File: config.mk
export PLATFORM = sky130hd
export DESIGN_NAME = decode_stage
export DESIGN_NICKNAME = d
export VERILOG_FILES = /design/src/rtl/decode_stage.sv
export SDC_FILE = /design/constraint.sdc
export NUM_CORES = 1
export LEC_CHECK = 0
export ABC_AREA = 1
export ABC_CLOCK_PERIOD_IN_PS = 1500
export CORE_MARGIN = 4
export CORE_UTILIZATION = 47
export CTS_BUF_LIST = sky130_fd_sc_hd__clkbuf_16
export CTS_CLUSTER_DIAMETER = 100
export DETAILED_ROUTE_END_ITERATION = 6
export PLACE_DENSITY = 0.92
export SYNTH_ARGS = -nofsm -noshare
export SYNTH_HDL_FRONTEND = slang
export SYNTH_SLANG_ARGS = --single-unit
File: constraint.sdc
create_clock -name clk -period 1.5 [get_ports clk]
set_input_delay 0.3 -clock clk [delete_from_list [all_inputs] [get_ports clk]]
set_output_delay 0.3 -clock clk [all_outputs]
set_load 0.1 [all_outputs]
File: src/rtl/decode_stage.sv
// LC3 decode stage: registers IR/NPC, decodes execute/writeback/memory controls and
// raises operand bypass flags from a two-deep history of older in-flight writers.
module decode_stage #(
   parameter logic [15:0] NOP_IR = 16'h0000
) (
   input  logic        clk,
   input  logic        rst,
   input  logic        enable_decode,
   input  logic        flush,
   input  logic [15:0] instr_dout,
   input  logic [15:0] npc_in,
   output logic [15:0] ir,
   output logic [15:0] npc_out,
   output logic [5:0]  e_control,
   output logic [1:0]  w_control,
   output logic        mem_control,
   output logic        bypass_alu_1,
   output logic        bypass_alu_2,
   output logic        bypass_mem_1,
   output logic        bypass_mem_2,
   output logic        valid_out
);

   localparam logic [3:0] OpBr  = 4'b0000;
   localparam logic [3:0] OpAdd = 4'b0001;
   localparam logic [3:0] OpLd  = 4'b0010;
   localparam logic [3:0] OpSt  = 4'b0011;
   localparam logic [3:0] OpAnd = 4'b0101;
   localparam logic [3:0] OpLdr = 4'b0110;
   localparam logic [3:0] OpStr = 4'b0111;
   localparam logic [3:0] OpNot = 4'b1001;
   localparam logic [3:0] OpLdi = 4'b1010;
   localparam logic [3:0] OpSti = 4'b1011;
   localparam logic [3:0] OpJmp = 4'b1100;
   localparam logic [3:0] OpLea = 4'b1110;

   // History of older writers: E = instruction now in execute, M = now in memory.
   logic       e_valid, e_alu, e_load;
   logic [2:0] e_dr;
   logic       m_valid, m_load;
   logic [2:0] m_dr;

   logic [3:0] opcode;
   logic [2:0] dr, sr1, sr2;
   logic [5:0] dec_e;
   logic [1:0] dec_w;
   logic       dec_mem, is_alu, is_load, writes, sr1_used, sr2_used;
   logic       byp_alu_1, byp_alu_2, byp_mem_1, byp_mem_2;

   always_comb begin
      opcode   = instr_dout[15:12];
      dr       = instr_dout[11:9];
      sr1      = instr_dout[8:6];
      sr2      = instr_dout[2:0];
      dec_e    = 6'b000000;
      dec_w    = 2'b00;
      dec_mem  = 1'b0;
      is_alu   = 1'b0;
      is_load  = 1'b0;
      writes   = 1'b0;
      sr1_used = 1'b0;
      sr2_used = 1'b0;
      case (opcode)
         OpAdd: begin
            dec_e    = instr_dout[5] ? 6'b000000 : 6'b000001;
            is_alu   = 1'b1;
            writes   = 1'b1;
            sr1_used = 1'b1;
            sr2_used = ~instr_dout[5];
         end
         OpAnd: begin
            dec_e    = instr_dout[5] ? 6'b010000 : 6'b010001;
            is_alu   = 1'b1;
            writes   = 1'b1;
            sr1_used = 1'b1;
            sr2_used = ~instr_dout[5];
         end
         OpNot: begin
            dec_e    = 6'b100000;
            is_alu   = 1'b1;
            writes   = 1'b1;
            sr1_used = 1'b1;
         end
         OpBr:  dec_e = 6'b000110;
         OpJmp: begin
            dec_e    = 6'b001100;
            sr1_used = 1'b1;
         end
         OpLd: begin
            dec_e   = 6'b000110;
            dec_w   = 2'b01;
            is_load = 1'b1;
            writes  = 1'b1;
         end
         OpLdr: begin
            dec_e    = 6'b001000;
            dec_w    = 2'b01;
            is_load  = 1'b1;
            writes   = 1'b1;
            sr1_used = 1'b1;
         end
         OpLdi: begin
            dec_e   = 6'b000110;
            dec_w   = 2'b01;
            dec_mem = 1'b1;
            is_load = 1'b1;
            writes  = 1'b1;
         end
         OpLea: begin
            dec_e  = 6'b000110;
            dec_w  = 2'b10;
            writes = 1'b1;
         end
         OpSt:  dec_e = 6'b000110;
         OpStr: begin
            dec_e    = 6'b001000;
            sr1_used = 1'b1;
         end
         OpSti: begin
            dec_e   = 6'b000110;
            dec_mem = 1'b1;
         end
         default: ;
      endcase
      // The execute-stage producer is younger, so it overrides the memory-stage load.
      byp_alu_1 = sr1_used && e_valid && e_alu && (e_dr == sr1);
      byp_alu_2 = sr2_used && e_valid && e_alu && (e_dr == sr2);
      byp_mem_1 = sr1_used && m_valid && m_load && (m_dr == sr1) && !byp_alu_1;
      byp_mem_2 = sr2_used && m_valid && m_load && (m_dr == sr2) && !byp_alu_2;
   end

   always_ff @(posedge clk) begin
      if (rst) begin
         ir           <= NOP_IR;
         npc_out      <= 16'h0000;
         e_control    <= 6'b000000;
         w_control    <= 2'b00;
         mem_control  <= 1'b0;
         bypass_alu_1 <= 1'b0;
         bypass_alu_2 <= 1'b0;
         bypass_mem_1 <= 1'b0;
         bypass_mem_2 <= 1'b0;
         valid_out    <= 1'b0;
         e_valid      <= 1'b0;
         e_alu        <= 1'b0;
         e_load       <= 1'b0;
         e_dr         <= 3'd0;
         m_valid      <= 1'b0;
         m_load       <= 1'b0;
         m_dr         <= 3'd0;
      end else if (enable_decode) begin
         npc_out <= npc_in;
         m_valid <= e_valid;
         m_load  <= e_load;
         m_dr    <= e_dr;
         if (flush) begin
            ir           <= NOP_IR;
            e_control    <= 6'b000000;
            w_control    <= 2'b00;
            mem_control  <= 1'b0;
            bypass_alu_1 <= 1'b0;
            bypass_alu_2 <= 1'b0;
            bypass_mem_1 <= 1'b0;
            bypass_mem_2 <= 1'b0;
            valid_out    <= 1'b0;
            e_valid      <= 1'b0;
            e_alu        <= 1'b0;
            e_load       <= 1'b0;
            e_dr         <= 3'd0;
         end else begin
            ir           <= instr_dout;
            e_control    <= dec_e;
            w_control    <= dec_w;
            mem_control  <= dec_mem;
            bypass_alu_1 <= byp_alu_1;
            bypass_alu_2 <= byp_alu_2;
            bypass_mem_1 <= byp_mem_1;
            bypass_mem_2 <= byp_mem_2;
            valid_out    <= 1'b1;
            e_valid      <= writes;
            e_alu        <= is_alu;
            e_load       <= is_load;
            e_dr         <= dr;
         end
      end
   end

endmodule
==> run metrics <==
placement-stage cell area 3640 sq um; P_leak ~0.0015 uW; run status finished, final reports clean; antenna cells 0; Hold WS 445 ps; Final Routed Wirelength 7.00 mm; RSZ-0062 raised after global routing false; startpoint types input pin; ANT nets after route 0; cts hold-fix bufs 0; clk_lat worst skew around 290 ps; initial DRC count 219; maxcap violations 0; Seq/Total Area, Yosys 48.6%; Mapped Area about 2200 sq um; Vias/cell roughly 5.3; Final period util a little over nine tenths; via count between 2000 and 2500; core area 4470 sq um; CTS sink count 54; die height ~77 microns; FILL cells between 200 and 250; relative slew slack ~80%; Yosys warning total 0; Final Max Tran Viols 0; Final Hold Viols 0; GRT Overall Usage 24.6%; worst path bufs/invs 2; HP Class in -> reg; endpoints failing setup 0; CP Class in -> reg; Design Area, Final approximately 3800 sq um; Cell variety after synth 25; Clock H-tree levels 2; Final min period ~1400 ps; final cell count without fillers roughly 450; Layout area overhead 69.7%; Clock Skew ~3.4 ps; clk root buf clkbuf_16; Pwr per Cell Area 933 nW/um^2; setup TNS 0 ps; post-synthesis register bit count 54; mean area per synthesized cell 7.30 sq um; die area 5900 sq um; Clock Path Buffers 2; DP HPWL approximately 5.1 mm; wire per inst between 15 and 20 microns; total gr overflow 0; Slew @ Worst Pin 332 ps; Num CTS Buffers 5; layout cell share with drive strength beyond 1 22.0%; Post-Synthesis Cells around 310; Rows 24; Max Clk Rate 708 MHz; CTS tree yes; initial core utilization 49.7%; Placer Congestion roughly 0.88; IO Port Bufs just over 80; Syn Nets roughly 340; WP data required between 1500 and 2000 ps; Worst EP arrival roughly 1600 ps; Die Span X slightly below 80 microns; critical path cell sequence clkdlybuf4s50_1, buf_4, nor3_4, nand2_1, a21oi_1; total I/O pin count between 80 and 90; DRC Markers 0; placed insts approximately 440; CP max FO 6; initial antenna violation count 0; final core occ 84.4%; Pre-antenna DRT Iters 4; setup bufs post-CTS 0; Peak VDD IR 0.000738 V; Nets 430; CP max stage delay between 500 and 600 ps; post-cts sizing count 0; Clk pin slew, worst setup/hold paths around 70 ps; first-pass GRT wire length about 12 mm; pin count of the biggest net entering global routing 55; critical path's slowest cell clkdlybuf4s50_1; CP delay by family, top buffers and inverters; CP Capture Type register; vias in the first global route 2383
cell type report:
| class | count | area [sq um] | area share, % |
|---|---|---|---|
| inverter | 18 | 70.1 | 1.85 |
| sequential | 54 | 1080 | 28.7 |
| tap | 52 | 65.1 | 1.72 |
| clock buffer | 5 | 125 | 3.31 |
| timing repair buffer | 99 | 1440 | 38.1 |
| multi-input combinational | 216 | 982 | 26.0 |
| clock inverter | 3 | 11.3 | 0.298 |
cell usage after synthesis, drive strengths merged:
cell type  number  area share, %
nand2         127             22
dfxtp          54             49
a21oi          51             12
inv            18            3.1
nor2           16            3.4
buf            12            3.3
nand3          10            2.7
clkbuf          5           0.84
a211oi          3            1.0
o21ai           2           0.45
xnor2           2           0.79
a31oi           1           0.28
a32oi           1           0.39
nand4           1           0.28
nor3            1           0.73
o211ai          1           0.34
logic make-up after synthesis:
kind of cell	synth area share (%)
AOI/OAI and AO/OA	14.3
xor gates and xnor gates	0.787
buffers and inverters	7.31
DFF	48.6
and+or+nand+nor	29.1
per-layer routing:
metal  track usage (%)  part of all wire [%]
met2              43.3                    52
met3              5.39                   7.1
met4              11.8                   3.2
met5                 0                     0
met1              28.2                    38
layout by cell type (no fill, tap or decap):
master             n
nand4_1            1
a32oi_1            1
nand3_1            8
dfxtp_1           51
clkbuf_16          5
a21oi_1           49
nand3_2            2
a31oi_1            1
buf_12            49
inv_4              1
nand2_2            2
o211ai_1           1
nor2_1            14
inv_2              3
inv_1             14
clkinv_1           3
o21ai_0            2
clkdlybuf4s50_1   34
xnor2_1            2
a211oi_1           3
nor2_4             2
nand2_1          124
dfxtp_2            3
a21oi_2            2
buf_2              1
buf_4             15
nand2_4            1
nor3_4             1
state kept, by name (all words and copies together), names as in the netlist:
name	cells
e_valid	1
npc_out	16
e_alu	1
bypass_alu_1	1
ir	16
m_load	1
m_dr	3
bypass_mem_1	1
valid_out	1
e_load	1
mem_control	1
bypass_mem_2	1
m_valid	1
bypass_alu_2	1
w_control	2
e_control	6
tightest hold or removal path, delay by kind of cell:
kind	cells	cell delay, ps
compound gates	1	40
buf+inv	2	350
worst paths after layout:
kind,start,end,slack (ps),cells after the start
max,instr_dout[13],e_valid$_SDFFE_PP0P_,90,5
min,rst,bypass_alu_2$_SDFFE_PP0P_,450,3
max reg2reg,ir[10]$_SDFFE_PP0P_,bypass_mem_2$_SDFFE_PP0P_,340,7
min reg2reg,m_load$_SDFFE_PP0P_,m_load$_SDFFE_PP0P_,470,2
stage by stage:
stage	worst slack, ps	total power (uW)
4_1_cts	105	3530
6_report	88.4	3520
2_1_floorplan	119	2060
5_1_grt	19.3	3640
3_5_place_dp	-148	2460
3_3_place_gp	-36.5	2430
where the power goes:
part | internal, uW | switching, uW | leakage [uW] | total (uW)
clock | 602 | 489 | 0.0000663 | 1090
sequential | 1490 | 57.2 | 0.000442 | 1550
combinational | 345 | 543 | 0.00101 | 888
Power figures use the tool's default switching activity.
==> RTL change 1: new RTL, same settings <==
Register the output `npc_out` once more, with the module's reset; this adds one clock of latency there. The other outputs are not delayed to match.
--- a/src/rtl/decode_stage.sv
+++ b/src/rtl/decode_stage.sv
@@ -33,6 +33,8 @@
    localparam logic [3:0] OpSti = 4'b1011;
    localparam logic [3:0] OpJmp = 4'b1100;
    localparam logic [3:0] OpLea = 4'b1110;
+
+   logic [15:0] npc_s0;
 
    // History of older writers: E = instruction now in execute, M = now in memory.
    logic       e_valid, e_alu, e_load;
@@ -132,7 +134,7 @@
    always_ff @(posedge clk) begin
       if (rst) begin
          ir           <= NOP_IR;
-         npc_out      <= 16'h0000;
+         npc_s0       <= 16'h0000;
          e_control    <= 6'b000000;
          w_control    <= 2'b00;
          mem_control  <= 1'b0;
@@ -149,7 +151,7 @@
          m_load       <= 1'b0;
          m_dr         <= 3'd0;
       end else if (enable_decode) begin
-         npc_out <= npc_in;
+         npc_s0 <= npc_in;
          m_valid <= e_valid;
          m_load  <= e_load;
          m_dr    <= e_dr;
@@ -185,4 +187,12 @@
       end
    end
 
+   always_ff @(posedge clk) begin
+      if (rst) begin
+         npc_out <= '0;
+      end else begin
+         npc_out <= npc_s0;
+      end
+   end
+
 endmodule
Check against the original RTL: not equivalent (Yosys sat finds a counterexample within 4 cycles, from zero or initial values and one cycle with rst high).
==> RTL change 1 against the original RTL <==
Setup slack better by 0.071 ns; routed wire length is 12% higher; sequential power is 29% higher; sequential cell count rose by 16; sequential share of layout area up 3.1 points; total power up 35%; synthesized area up 22%; cell area rose by 17%.
==> RTL change 1: results (changes against the original RTL) <==
status=complete, no violations; share of cells above drive strength 1=25.4% (+3.4 points); largest net degree at the start of global routing=71 (+29%); Post-Place Cells=498 (+13%); CP peak stage delay=0.55 ns (-0.02 ns); Seq/Total Area, Yosys=51.4% (+2.9 points); ranking of synthesized cells by area=dfxtp_1, nand2_1, nor2_1; Synth Area in Compound Gates=15.1% (+0.79 points); Peak VDD IR=814 uV (+10%); dpl hpwl=5490 um (+8.4%); switching share of power=28.7% (-2.2 points); Post-Synth XOR/XNOR Area=1.29% (+0.50 points); gr usage total=23.0% (-1.6 points); TritonCTS Buffers=9 (+4); Nets=473 (+10%); synth cell count leaders=nand2_1, dfxtp_1, nor2_1, a21oi_1, inv_1; cells on worst reg2reg path=6 (-1); Hold Startpoint=npc_s0[1]$_SDFFE_PP0P_; first-pass GRT wire length=13100 um (+11%); final WL=7850 um (+12%); placer congestion estimate=0.898 (+1.6%); Cell variety after synth=23 (-8.0%); top flop regs=ir (16), npc_out (16), npc_s0 (16); Filler cells=315 (+35%); vias in the first global route=2698 (+13%); max_slew headroom=77.9% (+0.12 points); Layout Skew=0.00388 ns (+0.000452 ns); R2R Path End=bypass_alu_1$_SDFFE_PP0P_; pre-CTS WS=-0.0925 ns (+0.0552 ns); Clk pin slew, worst setup/hold paths=0.05 ns (-0.02 ns); Vias=2621 (+9.8%); crit path DAT=1.59 ns (-0.04 ns); Avg Synthesized Cell Area=7.92 um^2 (+8.5%); H-tree lvl count=3 (+1); Synth Net Count=380 (+11%); DR iter-0 viols=235 (+7.3%); vias per cell=5.11 (-4.3%); PortBufs=81 (unchanged); Clk Latency, worst-skew pair=0.32 ns (+0.03 ns); worst-path fanout max=5 (-1); Hold Crit Class=flop to flop
-- RTL change 1: final cells by class --
| type | instances | share of cell area (%) |
|---|---|---|
| Tap cell | 72 | 2.04 |
| Clock buffer | 9 | 5.10 |
| Inverter | 37 | 3.26 |
| Clock inverter | 6 | 0.680 |
| Multi-Input combinational cell | 219 | 24.4 |
| Timing Repair Buffer | 100 | 32.7 |
| Sequential cell | 70 | 31.8 |
-- RTL change 1: critical path: cells and delay by family --
kind                   cells  cell delay, ns
AND/OR/NAND/NOR            4            0.49
buffers and inverters      2            0.64
AO/OA/AOI/OAI              1            0.15
-- RTL change 1: kinds of logic (layout without fill, tap and decap cells) --
kind of cell / after synthesis / after routing
and+or+nand+nor: 157 / 157
DFF: 70 / 70
AOI/OAI and AO/OA: 58 / 58
buffers and inverters: 55 / 152
xor gates and xnor gates: 4 / 4
-- RTL change 1: worst max path at each step --
stage | start | end | slack (ns) | cells past startpoint
6_report | instr_dout[12] | bypass_alu_1$_SDFFE_PP0P_ | 0.16 | 7
5_1_grt | instr_dout[12] | bypass_alu_1$_SDFFE_PP0P_ | 0.06 | 7
4_1_cts | instr_dout[12] | bypass_alu_1$_SDFFE_PP0P_ | 0.19 | 7
3_5_place_dp | instr_dout[12] | bypass_alu_1$_SDFFE_PP0P_ | -0.09 | 7
3_3_place_gp | instr_dout[13] | bypass_mem_2$_SDFFE_PP0P_ | -0.04 | 8
2_1_floorplan | ir[9]$_SDFFE_PP0P_ | bypass_mem_1$_SDFFE_PP0P_ | 0.13 | 7
-- RTL change 1: power by group through the flow --
stage	Clock (W)	Combinational [W]	Sequential, W
after global routing	0.00193	0.000961	0.00201
after detailed placement	0	0.000906	0.00204
after CTS	0.00185	0.000916	0.00200
after global placement	0	0.000880	0.00204
after floorplan	0	0.000232	0.00232
final	0.00182	0.000915	0.00200
-- RTL change 1: per-stage QoR --
step	total power (W)	hold slack (ns)	instance area [um^2]	setup TNS (ns)
floorplan	0.00255	0.411	2730	0
finish	0.00474	0.433	4420	0
CTS	0.00476	0.433	4420	0
global route	0.00489	0.458	4420	0
detailed placement	0.00295	0.422	4160	-1.02
global placement	0.00292	0.416	4160	-0.106
-- RTL change 1: routing by layer --
| layer | vias to the layer above | routed length (um) | track usage (%) |
|---|---|---|---|
| li1 | 1266 | - | - |
| met1 | 1224 | 2970 | 25.5 |
| met2 | 113 | 4140 | 41.7 |
| met3 | 18 | 576 | 7.11 |
| met4 | 0 | 160 | 7.31 |
| met5 | - | 0 | 0 |
==> RTL change 2: new RTL, same flow settings <==
Made on the original files. Reset style: asynchronous (`rst`), changed in one clocked block.
--- a/src/rtl/decode_stage.sv
+++ b/src/rtl/decode_stage.sv
@@ -129,7 +129,7 @@
       byp_mem_2 = sr2_used && m_valid && m_load && (m_dr == sr2) && !byp_alu_2;
    end
 
-   always_ff @(posedge clk) begin
+   always_ff @(posedge clk or posedge rst) begin
       if (rst) begin
          ir           <= NOP_IR;
          npc_out      <= 16'h0000;
Function: differs if rst is asserted again (counterexample within 4 cycles, from zero or initial values and one cycle with rst high); with rst held inactive, the same outputs for 10 cycles.
==> RTL change 2 against the original RTL <==
Synthesized area rose by 4.7%; cell area rose by 3.9%; total power rose by 25%; first-iteration DRC count fell by 18%; sequential cell count did not move; via count fell by 8.5%; routed wire length fell by 5.7%; count of clock-buffer cells in the layout did not move; setup slack improved by 0.077 ns; core utilization fell by 1.9 points; largest power group unchanged.
==> RTL change 2: results (changes against the original RTL) <==
Synth Net Count=315 (-7.6%); Peak VDD IR=688 uV (-6.8%); Async SR Flop Fraction=100% (+100 points); first-pass GRT wire length=10800 um (-8.4%); largest net degree at the start of global routing=39 (-29%); Nets=407 (-5.3%); ranking of synthesized cells by area=dfrtp_1, nand2_1, o21ai_0; synth cell count leaders=nand2_1, dfrtp_1, o21ai_0, inv_1, nor2_1; final-layout clock-cell area share=4.34% (+0.72 points); Hold Crit Class=input pin to asynchronous set/reset pin; routed length on met3=520 um (+5.1%); met2 Use GR=40.9% (-2.4 points); vias in the first global route=2346 (-1.6%); Post-Synth XOR/XNOR Area=0.752% (-0.035 points); Global Route met3 Usage=7.11% (+1.7 points); multi-input combinational area share=21.1% (-4.9 points); Cell variety after synth=21 (-16%); Main synth FF type=dfrtp_1; WL met2=3390 um (-6.5%); wl on met1=2510 um (-5.2%); Vias=2185 (-8.5%); leak pwr=1.94 nW (+28%); Filler cells=257 (+9.8%); final WL=6600 um (-5.7%); placer congestion estimate=0.927 (+4.8%); Signal inverters=22 (+4); met1 usage=24.3% (-3.9 points); dpl hpwl=5140 um (+1.6%); CP peak stage delay=0.48 ns (-0.09 ns); status=complete, no violations; NonClk Buf Share=35.7% (-2.4 points); Layout Skew=0.00629 ns (+0.00286 ns); Buffers excl. clock=95 (-4.0%); Routed WL per cell=15.0 um (-4.0%); Avg Synthesized Cell Area=8.35 um^2 (+14%); drt first pass iters=6 (+2); FF/Latch Area=0.00136 mm^2 (+25%); Least-Margin Pin Slew=0.260 ns (-0.0722 ns); gr usage total=22.7% (-1.9 points); Synth Area in Compound Gates=7.20% (-7.1 points); DR iter-0 viols=179 (-18%)
[RTL change 2: cell count changes in the layout (fill, tap and decap cells not counted), moves of 4 or more]
cell / unedited run / this run
dfrtp_1: 0 / 51
dfxtp_1: 51 / 0
a21oi_1: 49 / 1
o21ai_0: 2 / 20
nand2_1: 124 / 138
a22o_1: 0 / 4
[RTL change 2: stage by stage]
step	hold slack [ns]	cell area (um^2)	power (W)	util, %	worst slack (ns)
2_1_floorplan	0.368	2340	0.00248	-	0.154
3_5_place_dp	0.477	3750	0.00311	79.0	-0.0976
3_3_place_gp	0.454	3750	0.00307	79.0	-0.00377
6_report	0.415	3930	0.00440	82.6	0.166
5_1_grt	0.446	3930	0.00453	82.6	0.0540
4_1_cts	0.425	3930	0.00442	82.6	0.206
[RTL change 2: power by group]
group	total (W)	internal, W	leakage [nW]	switching (W)
registers	0.00168	0.00156	0.696	0.000117
clock network	0.00133	0.000788	0.0760	0.000540
logic	0.00140	0.000507	1.17	0.000894
[RTL change 2: kinds of logic after synthesis]
family                    Yosys count
AOI/OAI and AO/OA                  28
DFF                                54
and+or+nand+nor                   163
buffers and inverters              32
xor gates and xnor gates            2
[RTL change 2: final timing paths]
path	startpoint	to	slack [ns]	cells after the start
max in group asynchronous	rst	npc_out[2]$_DFFE_PP0P_	0.86	3
setup / recovery	enable_decode	e_load$_DFFE_PP0P_	0.17	7
hold reg to reg	m_valid$_DFFE_PP0P_	m_valid$_DFFE_PP0P_	0.50	2
setup reg to reg	ir[10]$_DFFE_PP0P_	bypass_mem_1$_DFFE_PP0P_	0.41	7
min in group clk	m_valid$_DFFE_PP0P_	m_valid$_DFFE_PP0P_	0.50	2
hold / removal	rst	ir[6]$_DFFE_PP0P_	0.41	3
